### src/rtl/attn_inst_seq_if.sv
// attn_inst_seq_if: host/core-side bundle of the attention instruction sequencer.
//   start      host -> seq   one-cycle pulse, begins a pass when idle
//   din_valid  host -> seq   valid mem_in word this cycle
//   din_ready  seq  -> host  Q/K words accepted this cycle
//   inst       seq  -> core  19-bit instruction word
//   busy       seq  -> host  pass in progress
//   done       seq  -> host  one-cycle end-of-pass pulse
//   out_valid  seq  -> host  normalized row present on core output
//   out_row    seq  -> host  index of that row
interface attn_inst_seq_if;
    logic        start;
    logic        din_valid;
    logic        din_ready;
    logic [18:0] inst;
    logic        busy;
    logic        done;
    logic        out_valid;
    logic [3:0]  out_row;

    modport master (
        output start, din_valid,
        input  din_ready, inst, busy, done, out_valid, out_row
    );

    modport slave (
        input  start, din_valid,
        output din_ready, inst, busy, done, out_valid, out_row
    );
endinterface

### src/rtl/attn_inst_seq.sv
// attn_inst_seq: instruction sequencer for one Q*K^T + normalization pass of
// the attention core. A single start pulse walks Q load, K load, kernel
// preload, MAC execute, OFIFO->PSUM drain and SFP accumulate/divide, and
// flags each normalized output row.
// Ports:
//   clk    clock
//   reset  synchronous, active-low
//   bus    attn_inst_seq_if.slave (start/din_valid in; inst, din_ready,
//          busy, done, out_valid, out_row out)
// inst map: [18] div [17] acc [16] ofifo_rd [15:12] qkmem_add [11:8] pmem_add
//           [7] execute [6] load [5] qmem_rd [4] qmem_wr [3] kmem_rd
//           [2] kmem_wr [1] pmem_rd [0] pmem_wr
module attn_inst_seq #(
    parameter int col        = 8,
    parameter int rows       = 16,
    parameter int load_gap   = 8,
    parameter int exec_drain = 16
) (
    input logic             clk,
    input logic             reset,
    attn_inst_seq_if.slave  bus
);
    // Wider than the 4-bit address fields so EXEC/KFEED can count their
    // trailing (n+1)-th cycle and GAP/DRAIN can span any parameter value.
    localparam int CW = 8;

    typedef enum logic [3:0] {
        S_IDLE, S_QLOAD, S_KLOAD, S_KFEED, S_GAP,
        S_EXEC, S_DRAIN, S_OFIFO, S_NORM, S_DONE
    } state_t;

    state_t         state, state_n;
    logic [CW-1:0]  cnt, cnt_n;
    logic [1:0]     ph, ph_n;      // NORM phase within a row
    logic           kmem_rd, qmem_rd;
    logic           kd, qd;        // kmem_rd / qmem_rd delayed one cycle
    logic [18:0]    inst;
    logic           din_ready, done, out_valid;
    logic [3:0]     out_row;

    always_ff @(posedge clk) begin
        if (!reset) begin
            state <= S_IDLE;
            cnt   <= '0;
            ph    <= '0;
            kd    <= 1'b0;
            qd    <= 1'b0;
        end else begin
            state <= state_n;
            cnt   <= cnt_n;
            ph    <= ph_n;
            kd    <= kmem_rd;
            qd    <= qmem_rd;
        end
    end

    always_comb begin
        state_n   = state;
        cnt_n     = cnt;
        ph_n      = ph;
        kmem_rd   = 1'b0;
        qmem_rd   = 1'b0;
        inst      = '0;
        din_ready = 1'b0;
        done      = 1'b0;
        out_valid = 1'b0;
        out_row   = '0;
        case (state)
            S_IDLE: begin
                if (bus.start) begin
                    state_n = S_QLOAD;
                    cnt_n   = '0;
                end
            end
            S_QLOAD, S_KLOAD: begin
                din_ready      = 1'b1;
                inst[15:12]    = cnt[3:0];
                if (state == S_QLOAD) inst[4] = bus.din_valid;
                else                  inst[2] = bus.din_valid;
                if (bus.din_valid) begin
                    if (cnt == CW'(rows - 1)) begin
                        state_n = (state == S_QLOAD) ? S_KLOAD : S_KFEED;
                        cnt_n   = '0;
                    end else begin
                        cnt_n = cnt + 1'b1;
                    end
                end
            end
            S_KFEED: begin
                if (cnt < CW'(col)) begin
                    kmem_rd     = 1'b1;
                    inst[15:12] = cnt[3:0];
                end
                if (cnt == CW'(col)) begin
                    state_n = S_GAP;
                    cnt_n   = '0;
                end else begin
                    cnt_n = cnt + 1'b1;
                end
            end
            S_GAP: begin
                if (cnt == CW'(load_gap - 1)) begin
                    state_n = S_EXEC;
                    cnt_n   = '0;
                end else begin
                    cnt_n = cnt + 1'b1;
                end
            end
            S_EXEC: begin
                if (cnt < CW'(rows)) begin
                    qmem_rd     = 1'b1;
                    inst[15:12] = cnt[3:0];
                end
                if (cnt == CW'(rows)) begin
                    state_n = S_DRAIN;
                    cnt_n   = '0;
                end else begin
                    cnt_n = cnt + 1'b1;
                end
            end
            S_DRAIN: begin
                if (cnt == CW'(exec_drain - 1)) begin
                    state_n = S_OFIFO;
                    cnt_n   = '0;
                end else begin
                    cnt_n = cnt + 1'b1;
                end
            end
            S_OFIFO: begin
                // Fall-through OFIFO head: read and PSUM write share the cycle.
                inst[16]   = 1'b1;
                inst[0]    = 1'b1;
                inst[11:8] = cnt[3:0];
                if (cnt == CW'(rows - 1)) begin
                    state_n = S_NORM;
                    cnt_n   = '0;
                    ph_n    = '0;
                end else begin
                    cnt_n = cnt + 1'b1;
                end
            end
            S_NORM: begin
                case (ph)
                    2'd0: begin
                        inst[1]    = 1'b1;
                        inst[11:8] = cnt[3:0];
                        // Previous row's divide result is on the core output now.
                        if (cnt != '0) begin
                            out_valid = 1'b1;
                            out_row   = 4'(cnt - CW'(1));
                        end
                        ph_n = 2'd1;
                    end
                    2'd1: begin
                        inst[17] = 1'b1;
                        ph_n     = 2'd2;
                    end
                    2'd2: begin
                        inst[18] = 1'b1;
                        ph_n     = 2'd0;
                        if (cnt == CW'(rows - 1)) begin
                            state_n = S_DONE;
                            cnt_n   = '0;
                        end else begin
                            cnt_n = cnt + 1'b1;
                        end
                    end
                    default: ph_n = 2'd0;
                endcase
            end
            S_DONE: begin
                done      = 1'b1;
                out_valid = 1'b1;
                out_row   = 4'(rows - 1);
                state_n   = S_IDLE;
            end
            default: state_n = S_IDLE;
        endcase
        inst[5] = qmem_rd;
        inst[3] = kmem_rd;
        inst[6] = kd;
        inst[7] = qd;
    end

    assign bus.inst      = inst;
    assign bus.din_ready = din_ready;
    assign bus.busy      = (state != S_IDLE);
    assign bus.done      = done;
    assign bus.out_valid = out_valid;
    assign bus.out_row   = out_row;
endmodule
### src/flat_wrapper.sv
// flat-port wrapper written by rule: the top's interface ports become plain ports
module attn_inst_seq_flat 
#(
    parameter int col        = 8,
    parameter int rows       = 16,
    parameter int load_gap   = 8,
    parameter int exec_drain = 16
)
  (clk, reset, bus_start, bus_din_valid, bus_din_ready, bus_inst, bus_busy, bus_done, bus_out_valid, bus_out_row);
  attn_inst_seq_if bus_i ();
  input logic clk;
  input logic reset;
  input wire logic [$bits(bus_i.start)-1:0] bus_start;
  input wire logic [$bits(bus_i.din_valid)-1:0] bus_din_valid;
  output wire logic [$bits(bus_i.din_ready)-1:0] bus_din_ready;
  output wire logic [$bits(bus_i.inst)-1:0] bus_inst;
  output wire logic [$bits(bus_i.busy)-1:0] bus_busy;
  output wire logic [$bits(bus_i.done)-1:0] bus_done;
  output wire logic [$bits(bus_i.out_valid)-1:0] bus_out_valid;
  output wire logic [$bits(bus_i.out_row)-1:0] bus_out_row;
  assign bus_i.start = bus_start;
  assign bus_i.din_valid = bus_din_valid;
  assign bus_din_ready = bus_i.din_ready;
  assign bus_inst = bus_i.inst;
  assign bus_busy = bus_i.busy;
  assign bus_done = bus_i.done;
  assign bus_out_valid = bus_i.out_valid;
  assign bus_out_row = bus_i.out_row;
  attn_inst_seq #(.col(col), .rows(rows), .load_gap(load_gap), .exec_drain(exec_drain)) u_core (.clk(clk), .reset(reset), .bus(bus_i));
endmodule
### config.mk
export PLATFORM = sky130hd
export DESIGN_NAME = attn_inst_seq_flat
export DESIGN_NICKNAME = d
export VERILOG_FILES = /design/src/rtl/attn_inst_seq_if.sv /design/src/rtl/attn_inst_seq.sv /design/src/flat_wrapper.sv
export SDC_FILE = /design/constraint.sdc
export NUM_CORES = 1
export LEC_CHECK = 0
export CAP_MARGIN = 30
export CORE_MARGIN = 3
export CORE_UTILIZATION = 37
export DETAILED_ROUTE_END_ITERATION = 7
export GPL_TIMING_DRIVEN = 0
export SYNTH_ARGS = -nofsm -noshare
export SYNTH_HDL_FRONTEND = slang
export SYNTH_SLANG_ARGS = --single-unit
export TNS_END_PERCENT = 1
### constraint.sdc
create_clock -name clk -period 2.7 [get_ports clk]
set_input_delay 0.27 -clock clk [delete_from_list [all_inputs] [get_ports clk]]
set_output_delay 0.27 -clock clk [all_outputs]
set_load 0.01 [all_outputs]
==> results.json, run 1 <==
{
  "relSlewSlack_pct": 43.4,
  "tightest_slew_ns": 0.828,
  "max_freq_ghz": 0.383,
  "synth_top_area_share_pct": 23.5,
  "drt_iter0_drc": 80,
  "cts_tree": "done",
  "fin_worst_skew_ns": 0.00392,
  "ys_warn_count": 0,
  "pre_cts_ws_ns": -0.0716,
  "dp_hpwl_mm": 2.81,
  "setup_viol": 0,
  "rrSetupSlack_ns": 0.20,
  "hold_viol": 0,
  "drive_gt1_share_pct": 14.6,
  "antennaDiodeCount": 0,
  "critical_path_class": "flip-flop to output port",
  "clkLatencyLatePin_ns": 0.26,
  "nets": 222,
  "place_congestion": 0.809,
  "routed_wl_mm": 3.80,
  "cp-end-kind": "output port",
  "cts.sinks": 16,
  "fp.dieW_um": 66.7,
  "viasPerCell": 5.52,
  "area_growth_pct": 34.2,
  "startpoint_type": "flip-flop",
  "numCtsBuffers": 3,
  "track_usage_pct": 18.5,
  "initial_utilization_pct": 39.7,
  "route.detailed.drc": 0,
  "grt_max_degree": 11,
  "leakage_nw": 0.784,
  "die_area_sq_mm": 0.00445,
  "ir_drop_mv": 0.210,
  "fin_hold_ws_ns": 0.571,
  "cp.required_ns": 2.43,
  "met3_wirelength_um": 138,
  "wl_met2_mm": 1.69,
  "wl_met1_mm": 1.92,
  "async_flop_share_pct": 0,
  "powerDensity_mw_per_mm2": 652,
  "yosysSeqAreaShare_pct": 23.5,
  "post_cts_buffers": 0,
  "rsz0062_at_grt": "true",
  "mostFrequentLayoutCell": "clkdlybuf4s50_1",
  "grt_antenna_before_repair": 0,
  "syn-num-nets": 187,
  "critPathArrivalTime_ns": 2.34,
  "slew_violations": 0,
  "coreArea_sq_mm": 0.00344,
  "most-common-layout-cells": "25 x clkdlybuf4s50_1, 13 x nor2_1, 13 x dfxtp_1",
  "yosys-top-cells-area": "dfxtp_1 23%, and2_1 4.6%, a21oi_1 4.4%",
  "final_area_sq_mm": 0.00183,
  "status": "complete, no violations",
  "grt_pass1_vias": 1338,
  "synth-edff-count": 0,
  "ant_nets": 0,
  "worst_slack_ns": 0.0869,
  "highest_layer": "met4",
  "min_path_type": "flip-flop to flip-flop",
  "clockRootBuffer": "clkbuf_8",
  "globalRoute.totalOverflow": 0,
  "maxCapViolations": 0,
  "pin_count": 31,
  "routedWlPerCell_um": 14.7,
  "syn_avg_cell_area_sq_um": 7.63,
  "timing.final.crit_period_ns": 2.61,
  "vias": 1430,
  "dr.pass1.iters": 4,
  "clockBufferDepth": 2,
  "critical_path.max_fanout": 10,
  "synth_flop_cell": "dfxtp_1",
  "place_area_sq_mm": 0.00172,
  "fin_util_pct": 53.2,
  "htree_levels": 1,
  "io_buffers": 30,
  "synth_area_sq_mm": 0.00137,
  "syn_inst": 179,
  "clk_pin_slew_ns": 0.07,
  "finalCritPeriodShare_pct": 96.8,
  "fp-row-count": 21,
  "ys_types": 44,
  "yosysTopAreaCell": "dfxtp_1",
  "grt_first_pass_wirelength_mm": 6.31,
  "ys_seq_elements": 16,
  "die_h_um": 66.7
}
-- synthesized netlist by cell type (2+ instances only) --
cell type / count
inv_1: 5
or3b_2: 3
nor3_1: 5
nor2b_1: 5
or4_1: 3
xnor2_1: 3
nor3b_1: 2
and3_1: 4
nand2b_1: 8
ha_1: 4
or4b_2: 2
nand3b_1: 3
nand4_1: 7
nand3_1: 5
and2_1: 10
o31ai_1: 2
a21oi_1: 12
nor4_1: 3
clkbuf_1: 9
a31oi_1: 3
o21ai_0: 7
buf_4: 5
xor2_1: 5
nand4b_1: 2
dfxtp_1: 16
o41ai_1: 3
or2_2: 3
nor2_1: 13
nand2_1: 11
buf_6: 2
-- sequential cells by signal, summed over array words and instances, names as in the netlist --
signal / flops
u_core.cnt: 8
u_core.ph: 2
u_core.state: 4
u_core.qd: 1
u_core.kd: 1
-- metal layers --
layer	GRT usage [%]	vias up
li1	-	715
met4	6.09	0
met2	28.1	37
met3	2.53	5
met1	26.6	673
met5	0	-
-- kinds of logic after synthesis --
family | Yosys count | synth area share [%]
DFF | 16 | 23.5
AOI/OAI and AO/OA | 36 | 17.8
xor gates and xnor gates | 8 | 5.13
adders and majority gates | 4 | 3.67
and+or+nand+nor | 94 | 41.7
buffers and inverters | 21 | 8.25
-- layout make-up --
class / count / area, sq um
fillers: 357 / 1610
multi-input cells: 142 / 967
flip-flops and latches: 16 / 324
repair buffers: 30 / 313
plain buffers: 16 / 96.3
well taps: 46 / 57.6
clock buffers: 4 / 55.1
inverters: 5 / 18.8
-- per-stage QoR --
step | cells | total power [W] | setup TNS [ns]
after floorplan | 179 | 0.000742 | 0
after detailed placement | 255 | 0.000947 | -0.109
final | 259 | 0.00120 | 0
after global placement | 255 | 0.000936 | -0.116
after global routing | 259 | 0.00127 | -0.0711
after CTS | 259 | 0.00118 | 0
-- where the power goes --
group | switching, W | internal, W
registers | 0.0000447 | 0.000261
logic | 0.000396 | 0.000273
clock network | 0.0000913 | 0.000130
-- worst paths after layout --
path,start,endpoint,cells past startpoint
max,u_core.state[3]$_SDFFE_PN0P_,bus_out_row[1],5
min,u_core.cnt[1]$_SDFFE_PN0P_,u_core.cnt[1]$_SDFFE_PN0P_,2
max reg2reg,u_core.state[1]$_SDFFE_PN0P_,u_core.state[0]$_SDFFE_PN0P_,6
min reg2reg,u_core.cnt[1]$_SDFFE_PN0P_,u_core.cnt[1]$_SDFFE_PN0P_,2
-- critical path, cell delays in order (launching register included) --
cell,delay [ns]
dfxtp_1,0.38
clkbuf_2,0.24
buf_2,0.26
or3b_2,0.54
o21ai_0,0.11
clkdlybuf4s50_1,0.56
-- what timing repair did --
action,4_1_cts,5_1_grt
resized for setup,8,11
pin swaps,1,0
cloned,0,0
setup endpoints to repair,14,14
hold endpoints to repair,0,0
hold buffers,0,0
(Power assumes the default switching activity.)
==> inputs of run 2 (changes only) <==
--- a/config.mk
+++ b/config.mk
@@ -10,6 +10,7 @@
 export CORE_UTILIZATION = 37
 export DETAILED_ROUTE_END_ITERATION = 7
 export GPL_TIMING_DRIVEN = 0
+export MAX_ROUTING_LAYER = met4
 export SYNTH_ARGS = -nofsm -noshare
 export SYNTH_HDL_FRONTEND = slang
 export SYNTH_SLANG_ARGS = --single-unit
==> results.json, run 2 (same netlist as run 1, synthesis figures left out) <==
{
  "fin_worst_skew_ns": 0.00380,
  "critical_path_class": "flip-flop to output port",
  "pin_count": 31,
  "die_area_sq_mm": 0.00445,
  "slew_violations": 0,
  "maxCapViolations": 0,
  "clockRootBuffer": "clkbuf_8",
  "coreArea_sq_mm": 0.00344,
  "critPathArrivalTime_ns": 2.34,
  "p_sw_w": 0.000530,
  "reg_top3": "u_core.cnt x8, u_core.state x4, u_core.ph x2",
  "io_buffers": 30,
  "die_h_um": 66.7,
  "antennaDiodeCount": 0,
  "pre_cts_ws_ns": -0.0716,
  "worst_slack_ns": 0.0917,
  "routedWlPerCell_um": 14.7,
  "relSlewSlack_pct": 43.3,
  "regMostFlops": "u_core.cnt",
  "ant_nets": 0,
  "grt_pass1_vias": 1343,
  "leakage_nw": 0.784,
  "routed_wl_mm": 3.80,
  "powerDensity_mw_per_mm2": 651,
  "grt_antenna_before_repair": 0,
  "drt_iter0_drc": 79,
  "fp.dieW_um": 66.7,
  "numCtsBuffers": 3,
  "nets": 222,
  "p_seq_share_pct": 25.6,
  "timing.final.crit_period_ns": 2.61,
  "viasPerCell": 5.52,
  "most-common-layout-cells": "25 x clkdlybuf4s50_1, 13 x nor2_1, 13 x dfxtp_1",
  "largest_reg_flops": 8,
  "min_path_type": "flip-flop to flip-flop",
  "postCtsHoldBufs": 0,
  "finalCritPeriodShare_pct": 96.6,
  "cts.sinks": 16,
  "setup_viol": 0,
  "tightest_slew_ns": 0.829,
  "mostFrequentLayoutCell": "clkdlybuf4s50_1",
  "globalRoute.totalOverflow": 0,
  "clkLatencyLatePin_ns": 0.26,
  "grt_first_pass_wirelength_mm": 6.31,
  "cp-end-kind": "output port",
  "rsz0062_at_grt": "true",
  "drive_gt1_share_pct": 14.6,
  "ir_drop_mv": 0.211,
  "switching_share_pct": 44.4,
  "cp.required_ns": 2.43,
  "initial_utilization_pct": 39.7,
  "grt_max_degree": 11,
  "cts_tree": "done",
  "pwr-share-clk_pct": 18.5,
  "startpoint_type": "flip-flop",
  "area_growth_pct": 34.2,
  "htree_levels": 1,
  "dp_hpwl_mm": 2.81,
  "clk_pin_slew_ns": 0.07,
  "track_usage_pct": 18.9,
  "dr.pass1.iters": 4,
  "clockBufferDepth": 2,
  "status": "complete, no violations",
  "route.detailed.drc": 0,
  "p_comb_share_pct": 55.8,
  "fp-row-count": 21,
  "vias": 1429,
  "critical_path.max_fanout": 10,
  "p_int_w": 0.000663,
  "place_congestion": 0.820,
  "max_freq_ghz": 0.383,
  "nFillCells": 357,
  "setup_tns_ns": 0,
  "hold_viol": 0
}
-- run 2: worst paths after layout --
path | start | end | slack, ns | cells past startpoint
worst max register to register | u_core.state[1]$_SDFFE_PN0P_ | u_core.state[0]$_SDFFE_PN0P_ | 0.21 | 6
worst min-delay path | u_core.cnt[1]$_SDFFE_PN0P_ | u_core.cnt[1]$_SDFFE_PN0P_ | 0.58 | 2
worst max-delay path | u_core.state[3]$_SDFFE_PN0P_ | bus_out_row[1] | 0.09 | 5
worst min register to register | u_core.cnt[1]$_SDFFE_PN0P_ | u_core.cnt[1]$_SDFFE_PN0P_ | 0.58 | 2
-- run 2: layout make-up --
cell class	instances	area (sq um)	area share [%]
plain buffers	16	96.3	5.26
clock buffers	4	55.1	3.01
inverters	5	18.8	1.02
multi-input cells	142	967	52.8
flip-flops and latches	16	324	17.7
well taps	46	57.6	3.14
repair buffers	30	313	17.1
-- run 2: layer usage --
| metal | GRT usage (%) | wire [um] | share of wire (%) |
|---|---|---|---|
| met1 | 26.6 | 1910 | 50 |
| met2 | 28.1 | 1700 | 45 |
| met3 | 2.36 | 142 | 3.7 |
| met4 | 6.09 | 51 | 1.3 |
| met5 | - | 0 | 0 |
-- run 2: timing repair --
action                     4_1_cts  5_1_grt
setup endpoints to repair       14       14
gates resized for setup          8       11
setup buffers                    0        0
pin swaps                        1        0
cloned                           0        0
-- run 2: power by group through the flow --
stage / sequential [W] / combinational [W] / clock [W]
floorplan: 0.000293 / 0.000449 / 0
global placement: 0.000305 / 0.000631 / 0
detailed placement: 0.000309 / 0.000638 / 0
CTS: 0.000305 / 0.000650 / 0.000223
global route: 0.000313 / 0.000730 / 0.000230
finish: 0.000306 / 0.000666 / 0.000221
-- run 2: worst max-delay path, cell delays in order (launching register included) --
cell	delay, ns
dfxtp_1	0.38
clkbuf_2	0.24
buf_2	0.26
or3b_2	0.54
o21ai_0	0.11
clkdlybuf4s50_1	0.56
-- run 2: through the flow --
| step | total power, W | util [%] | hold WS [ns] | instance area [sq um] | instances |
|---|---|---|---|---|---|
| 3_5_place_dp | 0.000947 | 50.1 | 0.549 | 1720 | 255 |
| 6_report | 0.00119 | 53.2 | 0.578 | 1830 | 259 |
| 4_1_cts | 0.00118 | 52.5 | 0.573 | 1810 | 259 |
| 5_1_grt | 0.00127 | 53.2 | 0.627 | 1830 | 259 |
| 2_1_floorplan | 0.000742 | - | 0.392 | 1370 | 179 |
| 3_3_place_gp | 0.000936 | 50.1 | 0.548 | 1720 | 255 |
